--- src/rtl/mem_arb_pkg.sv ---
// Shared types and constants for the instruction/data memory arbiter.
package mem_arb_pkg;

  typedef enum logic [2:0] {
    ARB_IDLE,
    ARB_GRANT_I,
    ARB_GRANT_D,
    ARB_RESP_I,
    ARB_RESP_D
  } arb_state_e;

  localparam logic PORT_I = 1'b0;
  localparam logic PORT_D = 1'b1;
  localparam int   WD_W   = 8;

endpackage

--- src/rtl/mem_arb_watchdog.sv ---
// Per-access watchdog: counts GRANT cycles without a memory answer.
import mem_arb_pkg::*;

module mem_arb_watchdog #(
  parameter int TIMEOUT = 15
) (
  input  logic clk,
  input  logic rst,
  input  logic clear,
  input  logic tick,
  output logic expired
);

  localparam logic [WD_W-1:0] LIMIT = WD_W'(TIMEOUT - 1);

  logic [WD_W-1:0] cnt;

  // TIMEOUT <= 255 keeps the count below the 8-bit ceiling, so no wrap guard.
  always_ff @(posedge clk) begin
    if (rst || clear) cnt <= '0;
    else if (tick)    cnt <= cnt + 1'b1;
  end

  assign expired = (cnt == LIMIT);

endmodule

--- src/rtl/mem_arbiter.sv ---
// Shares one memory between an instruction-fetch port and a data port,
// with round-robin or fixed data-priority grants and a per-access watchdog.
import mem_arb_pkg::*;

module mem_arbiter #(
  parameter int ADDR_W        = 8,
  parameter int DATA_W        = 32,
  parameter int DATA_PRIORITY = 0,
  parameter int TIMEOUT       = 15
) (
  input  logic              clk,
  input  logic              rst,
  input  logic              i_request,
  input  logic              i_we_re,
  input  logic [3:0]        i_mask,
  input  logic [ADDR_W-1:0] i_address,
  input  logic [DATA_W-1:0] i_data_in,
  output logic              i_valid,
  output logic              i_err,
  output logic [DATA_W-1:0] i_data_out,
  input  logic              d_request,
  input  logic              d_we_re,
  input  logic [3:0]        d_mask,
  input  logic [ADDR_W-1:0] d_address,
  input  logic [DATA_W-1:0] d_data_in,
  output logic              d_valid,
  output logic              d_err,
  output logic [DATA_W-1:0] d_data_out,
  output logic              m_request,
  output logic              m_we_re,
  output logic [3:0]        m_mask,
  output logic [ADDR_W-1:0] m_address,
  output logic [DATA_W-1:0] m_data_in,
  input  logic              m_valid,
  input  logic [DATA_W-1:0] m_data_out
);

  arb_state_e state, state_nxt;
  logic       last_grant;
  logic       grant, grant_port;
  logic       wd_tick, expired;
  logic       in_grant, done;

  assign in_grant = (state == ARB_GRANT_I) || (state == ARB_GRANT_D);
  // A same-cycle m_valid wins over expiry, so the last-chance answer is a success.
  assign done     = in_grant && (m_valid || expired);

  always_ff @(posedge clk) begin
    if (rst) state <= ARB_IDLE;
    else     state <= state_nxt;
  end

  always_comb begin
    state_nxt  = state;
    grant      = 1'b0;
    grant_port = PORT_I;
    wd_tick    = 1'b0;
    case (state)
      ARB_IDLE: begin
        if (i_request || d_request) begin
          grant = 1'b1;
          if (d_request && (!i_request || DATA_PRIORITY != 0 || last_grant == PORT_I))
            grant_port = PORT_D;
          state_nxt = (grant_port == PORT_D) ? ARB_GRANT_D : ARB_GRANT_I;
        end
      end
      ARB_GRANT_I: begin
        if (done) state_nxt = ARB_RESP_I;
        else      wd_tick   = 1'b1;
      end
      ARB_GRANT_D: begin
        if (done) state_nxt = ARB_RESP_D;
        else      wd_tick   = 1'b1;
      end
      ARB_RESP_I, ARB_RESP_D: state_nxt = ARB_IDLE;
      default:                state_nxt = ARB_IDLE;
    endcase
  end

  mem_arb_watchdog #(.TIMEOUT(TIMEOUT)) u_wd (
    .clk     (clk),
    .rst     (rst),
    .clear   (grant),
    .tick    (wd_tick),
    .expired (expired)
  );

  always_ff @(posedge clk) begin
    if (rst) begin
      last_grant <= PORT_I;
      m_request  <= 1'b0;
      m_we_re    <= 1'b0;
      m_mask     <= '0;
      m_address  <= '0;
      m_data_in  <= '0;
      i_valid    <= 1'b0;
      i_err      <= 1'b0;
      i_data_out <= '0;
      d_valid    <= 1'b0;
      d_err      <= 1'b0;
      d_data_out <= '0;
    end else begin
      i_valid <= 1'b0;
      i_err   <= 1'b0;
      d_valid <= 1'b0;
      d_err   <= 1'b0;
      if (grant) begin
        last_grant <= grant_port;
        m_request  <= 1'b1;
        m_we_re    <= (grant_port == PORT_D) ? d_we_re   : i_we_re;
        m_mask     <= (grant_port == PORT_D) ? d_mask    : i_mask;
        m_address  <= (grant_port == PORT_D) ? d_address : i_address;
        m_data_in  <= (grant_port == PORT_D) ? d_data_in : i_data_in;
      end else if (done) begin
        m_request <= 1'b0;
        if (state == ARB_GRANT_I) begin
          i_valid    <= 1'b1;
          i_err      <= !m_valid;
          i_data_out <= m_valid ? m_data_out : '0;
        end else begin
          d_valid    <= 1'b1;
          d_err      <= !m_valid;
          d_data_out <= m_valid ? m_data_out : '0;
        end
      end
    end
  end

endmodule

--- config.mk ---
export PLATFORM = sky130hd
export DESIGN_NAME = mem_arbiter
export DESIGN_NICKNAME = d
export VERILOG_FILES = /design/src/rtl/mem_arb_pkg.sv /design/src/rtl/mem_arb_watchdog.sv /design/src/rtl/mem_arbiter.sv
export SDC_FILE = /design/constraint.sdc
export NUM_CORES = 1
export LEC_CHECK = 0
export BUFFER_PORTS_ARGS = -buffer_cell sky130_fd_sc_hd__buf_2
export CAP_MARGIN = 10
export CORE_ASPECT_RATIO = 1.4
export CORE_MARGIN = 5
export CORE_UTILIZATION = 48
export CTS_BUF_LIST = sky130_fd_sc_hd__clkbuf_4 sky130_fd_sc_hd__clkbuf_8
export DETAILED_ROUTE_END_ITERATION = 7
export GPL_TIMING_DRIVEN = 0
export HOLD_SLACK_MARGIN = 0.05
export PLACE_DENSITY_LB_ADDON = 0.1
export SLEW_MARGIN = 20
export SYNTH_ARGS = -nofsm -noshare
export SYNTH_HDL_FRONTEND = slang
export SYNTH_HIERARCHICAL = 1
export SYNTH_SLANG_ARGS = --single-unit
--- constraint.sdc ---
create_clock -name clk -period 2.2 [get_ports clk]
set_input_delay 0 -clock clk [delete_from_list [all_inputs] [get_ports clk]]
set_output_delay 0 -clock clk [all_outputs]
set_load 0.01 [all_outputs]
==> results by group <==
Outcome
  • Status: finished, violations left
  • Violated checks: negative setup slack

Drt
  • Initial DRC count: 298
  • Wire per inst: 19.3 um
  • DRC viols: 0
  • First drt pass iteration count: 5
  • Total number of vias: 5690
  • Vias per cell: 5.46
  • Number of nets with antenna violations after routing: 0
  • Routed WL: 20100 um

Timing
  • Slew headroom: 50.9%
  • Worst Slack Setup Final: -42.0 ps
  • Fmax achieved: 446 MHz
  • Period utilization: 102%
  • Actual slew at the worst max-slew pin: 733 ps
  • Min Hold Slack: 341 ps
  • Minimum clock period: 2240 ps
  • Final setup viols: 24
  • Final hold violation count: 0
  • Layout Skew: 8.20 ps
  • Final Max Slew Viols: 0
  • Unrepaired setup endpoints after global routing: true

Pwr
  • Cell Int Power: 4.08 mW
  • Clock share of power: 34.2%
  • Leak pwr: 3.76 nW
  • VDD IR max: 0.656 mV
  • Power Total: 5.91 mW
  • Sequential Power Share: 43.5%
  • Gate power share: 22.3%
  • Net switching power: 1.83 mW
  • Net Sw Frac: 31.0%
  • Pwr dens: 718 nW/um^2

GRT
  • Initial antenna violation count: 1
  • Largest net degree at the start of global routing: 17
  • Global route total overflow: 0
  • Vias in the first global route: 5757
  • First-pass GRT wire length: 29000 um
  • All-Layer GR Usage: 30.3%

Worst setup path
  • Nature of the critical path endpoint: flop
  • CP bufs+invs: 2
  • Worst EP arrival: 2560 ps
  • Slowest CP cell: or3_4
  • Worst-path fanout max: 10
  • Crit path kind: reg2reg
  • CP Launch Type: flop
  • CP peak stage delay: 480 ps
  • Crit path cell chain: inv_4 > ha_4 > nand4b_1 > nor4_4 > nor2_4 > or3_4 > buf_6 > a22oi_1 > nor2_1
  • R2R Setup Slk: -40 ps
  • CP Data Required Time: 2520 ps
  • Cell family with the largest share of critical-path delay: simple AND/OR/NAND/NOR gates

Yosys
  • EDFF count, synth: 0
  • Post-synth top area share: 51.0%
  • Cell Area, Synth: 4950 um^2
  • Synth Flop Type: dfxtp_1
  • Post-synthesis sequential area ratio: 51.0%
  • Cell variety after synth: 34
  • Post-synth top area cell: dfxtp_1
  • Post-Syn Area per Cell: 9.85 um^2
  • Synth Register Bits: 126
  • Syn nets: 631
  • Post-synth ARST share: 0%
  • Synth Warn #: 6
  • Synthesized instance count: 502
  • Top cells by area, synth: dfxtp_1 51%, o221ai_2 12%, a22oi_1 9.7%

Clocking
  • Clock Path Buffers: 2
  • Skew-Pair Late Insertion Delay: 440 ps
  • Root Buffer: clkbuf_8
  • CTS tree: built
  • Sinks on Clock Net: 126
  • CTS buffer count: 17
  • Clk slew on worst S/H paths: 80 ps
  • H-tree levels: 4

Floorplanning
  • Core area: 10000 um^2
  • Die width: 95.8 um
  • Die H: 130 um
  • # rows: 43
  • Initial Util: 49.4%
  • Die area: 12500 um^2
  • # IOs: 241

Place
  • Worst slack, placed: -267 ps
  • GPL Wtd Cong: 0.778
  • DPL Wire Length: 11300 um
  • Placement Cell Area: 6320 um^2
  • Port Buf Inserts: 240

Flow run
  • Max cap viols: 0

Layout
  • Layout cells sized above 1: 41.6%
  • Area Growth Syn to Fin: 66.5%
  • Layout fillers: 600
  • Nets: 1022
  • Final core occ: 82.3%
  • Fin area: 8230 um^2

Hold path
  • Worst hold path type: in2reg
## Yosys cell counts (3+ instances only)
| master | count |
|---|---|
| nand2_1 | 94 |
| nor3_1 | 7 |
| nand2b_1 | 5 |
| nor2_1 | 76 |
| or3_1 | 4 |
| buf_2 | 8 |
| inv_1 | 3 |
| a22oi_1 | 64 |
| o221ai_2 | 40 |
| dfxtp_1 | 126 |
| nor4_1 | 3 |
| o221ai_1 | 5 |
| buf_6 | 13 |
| xor2_1 | 3 |
| clkbuf_1 | 22 |
| a21oi_1 | 6 |
## sequential cells by signal, indices dropped and copies added, names as in the netlist
name        flops
d_data_out     32
d_valid         1
m_address       8
m_data_in      32
i_valid         1
d_err           1
state           3
m_we_re         1
i_err           1
i_data_out     32
m_mask          4
u_wd/cnt        8
m_request       1
last_grant      1
## area by class of cell
| type | count | area (um^2) | area share (%) |
|---|---|---|---|
| clock buffers | 17 | 234 | 2.84 |
| repair buffers | 374 | 2540 | 30.9 |
| well taps | 135 | 169 | 2.05 |
| clock inverters | 15 | 165 | 2.01 |
| multi-input cells | 328 | 2280 | 27.7 |
| plain buffers | 43 | 295 | 3.59 |
| flip-flops and latches | 126 | 2530 | 30.7 |
| diodes | 2 | 5.00 | 0.0608 |
| inverters | 3 | 13.8 | 0.167 |
## metal layers
| metal | global-route usage (%) | share of wire, % |
|---|---|---|
| met1 | 31.0 | 34 |
| met2 | 51.5 | 50 |
| met3 | 12.3 | 11 |
| met4 | 17.6 | 4.9 |
| met5 | 0 | 0 |
## path summary, 6_finish.rpt
check                             startpoint             end  depth (start not counted)
worst max-delay path             u_wd/cnt[0]  d_data_out[20]                          9
worst min-delay path               i_mask[2]       m_mask[2]                          4
worst max register to register   u_wd/cnt[0]  d_data_out[20]                          9
worst min register to register  m_address[4]    m_address[4]                          2
## placed cells by master (no fill, tap or decap), drive strengths merged
cell type    netlist  routed
o21ai              2       2
clkinvlp           0       4
xnor2              1       1
ha                 2       2
dfxtp            126     126
nor4b              1       1
clkbuf            23      39
nor2              76      76
a21bo              1       1
xor2               3       3
nor4               4       4
diode              0       2
buf               22     269
a211oi             2       2
nor3               7       7
nand4              3       3
o221ai            45      45
or3                4       4
o31a               1       1
a21oi              6       6
bufinv             0       2
or2                3       3
nand2             94      94
dlygate4sd3        0     126
a22oi             64      64
a2111oi            1       1
nand2b             5       5
nand4b             1       1
mux2i              1       1
o21a               1       1
clkinv             0       6
inv                3       6
## tightest hold or removal path, delay by kind of cell
kind / cells / cell delay (ps)
buffers and inverters: 2 / 610
AOI/OAI and AO/OA: 1 / 80
and+or+nand+nor: 1 / 60
## what timing repair did
item / in CTS / in global routing
gates resized for setup: 7 / 38
pin swaps: 0 / 22
setup buffers: 0 / 7
endpoints found under the setup margin: 64 / 51
hold endpoints to repair: 115 / 0
gates cloned: 0 / 1
hold buffers: 126 / 0
## cells by family after synthesis
| kind of cell | Yosys count | share of synthesized area [%] |
|---|---|---|
| AND/OR/NAND/NOR | 198 | 17.1 |
| flip-flops | 126 | 51.0 |
| AO/OA/AOI/OAI | 123 | 24.6 |
| buffers and inverters | 48 | 5.92 |
| XOR/XNOR | 4 | 0.708 |
| adder cells (fa/ha/maj) | 2 | 0.506 |
| multiplexers | 1 | 0.202 |
## power by group through the flow
stage / combinational, mW / clock (mW) / sequential (mW)
detailed placement: 1.02 / 0 / 2.60
global placement: 1.00 / 0 / 2.59
finish: 1.32 / 2.02 / 2.57
floorplan: 0.500 / 0 / 2.67
CTS: 1.20 / 2.03 / 2.55
global route: 1.41 / 2.15 / 2.59
## stage by stage
stage,instances,TNS [ps]
CTS,1034,0
finish,1043,-353
global route,1042,-3010
floorplan,502,0
global placement,877,-8420
detailed placement,877,-12640
Note: power is estimated with default switching activity, not from simulation.
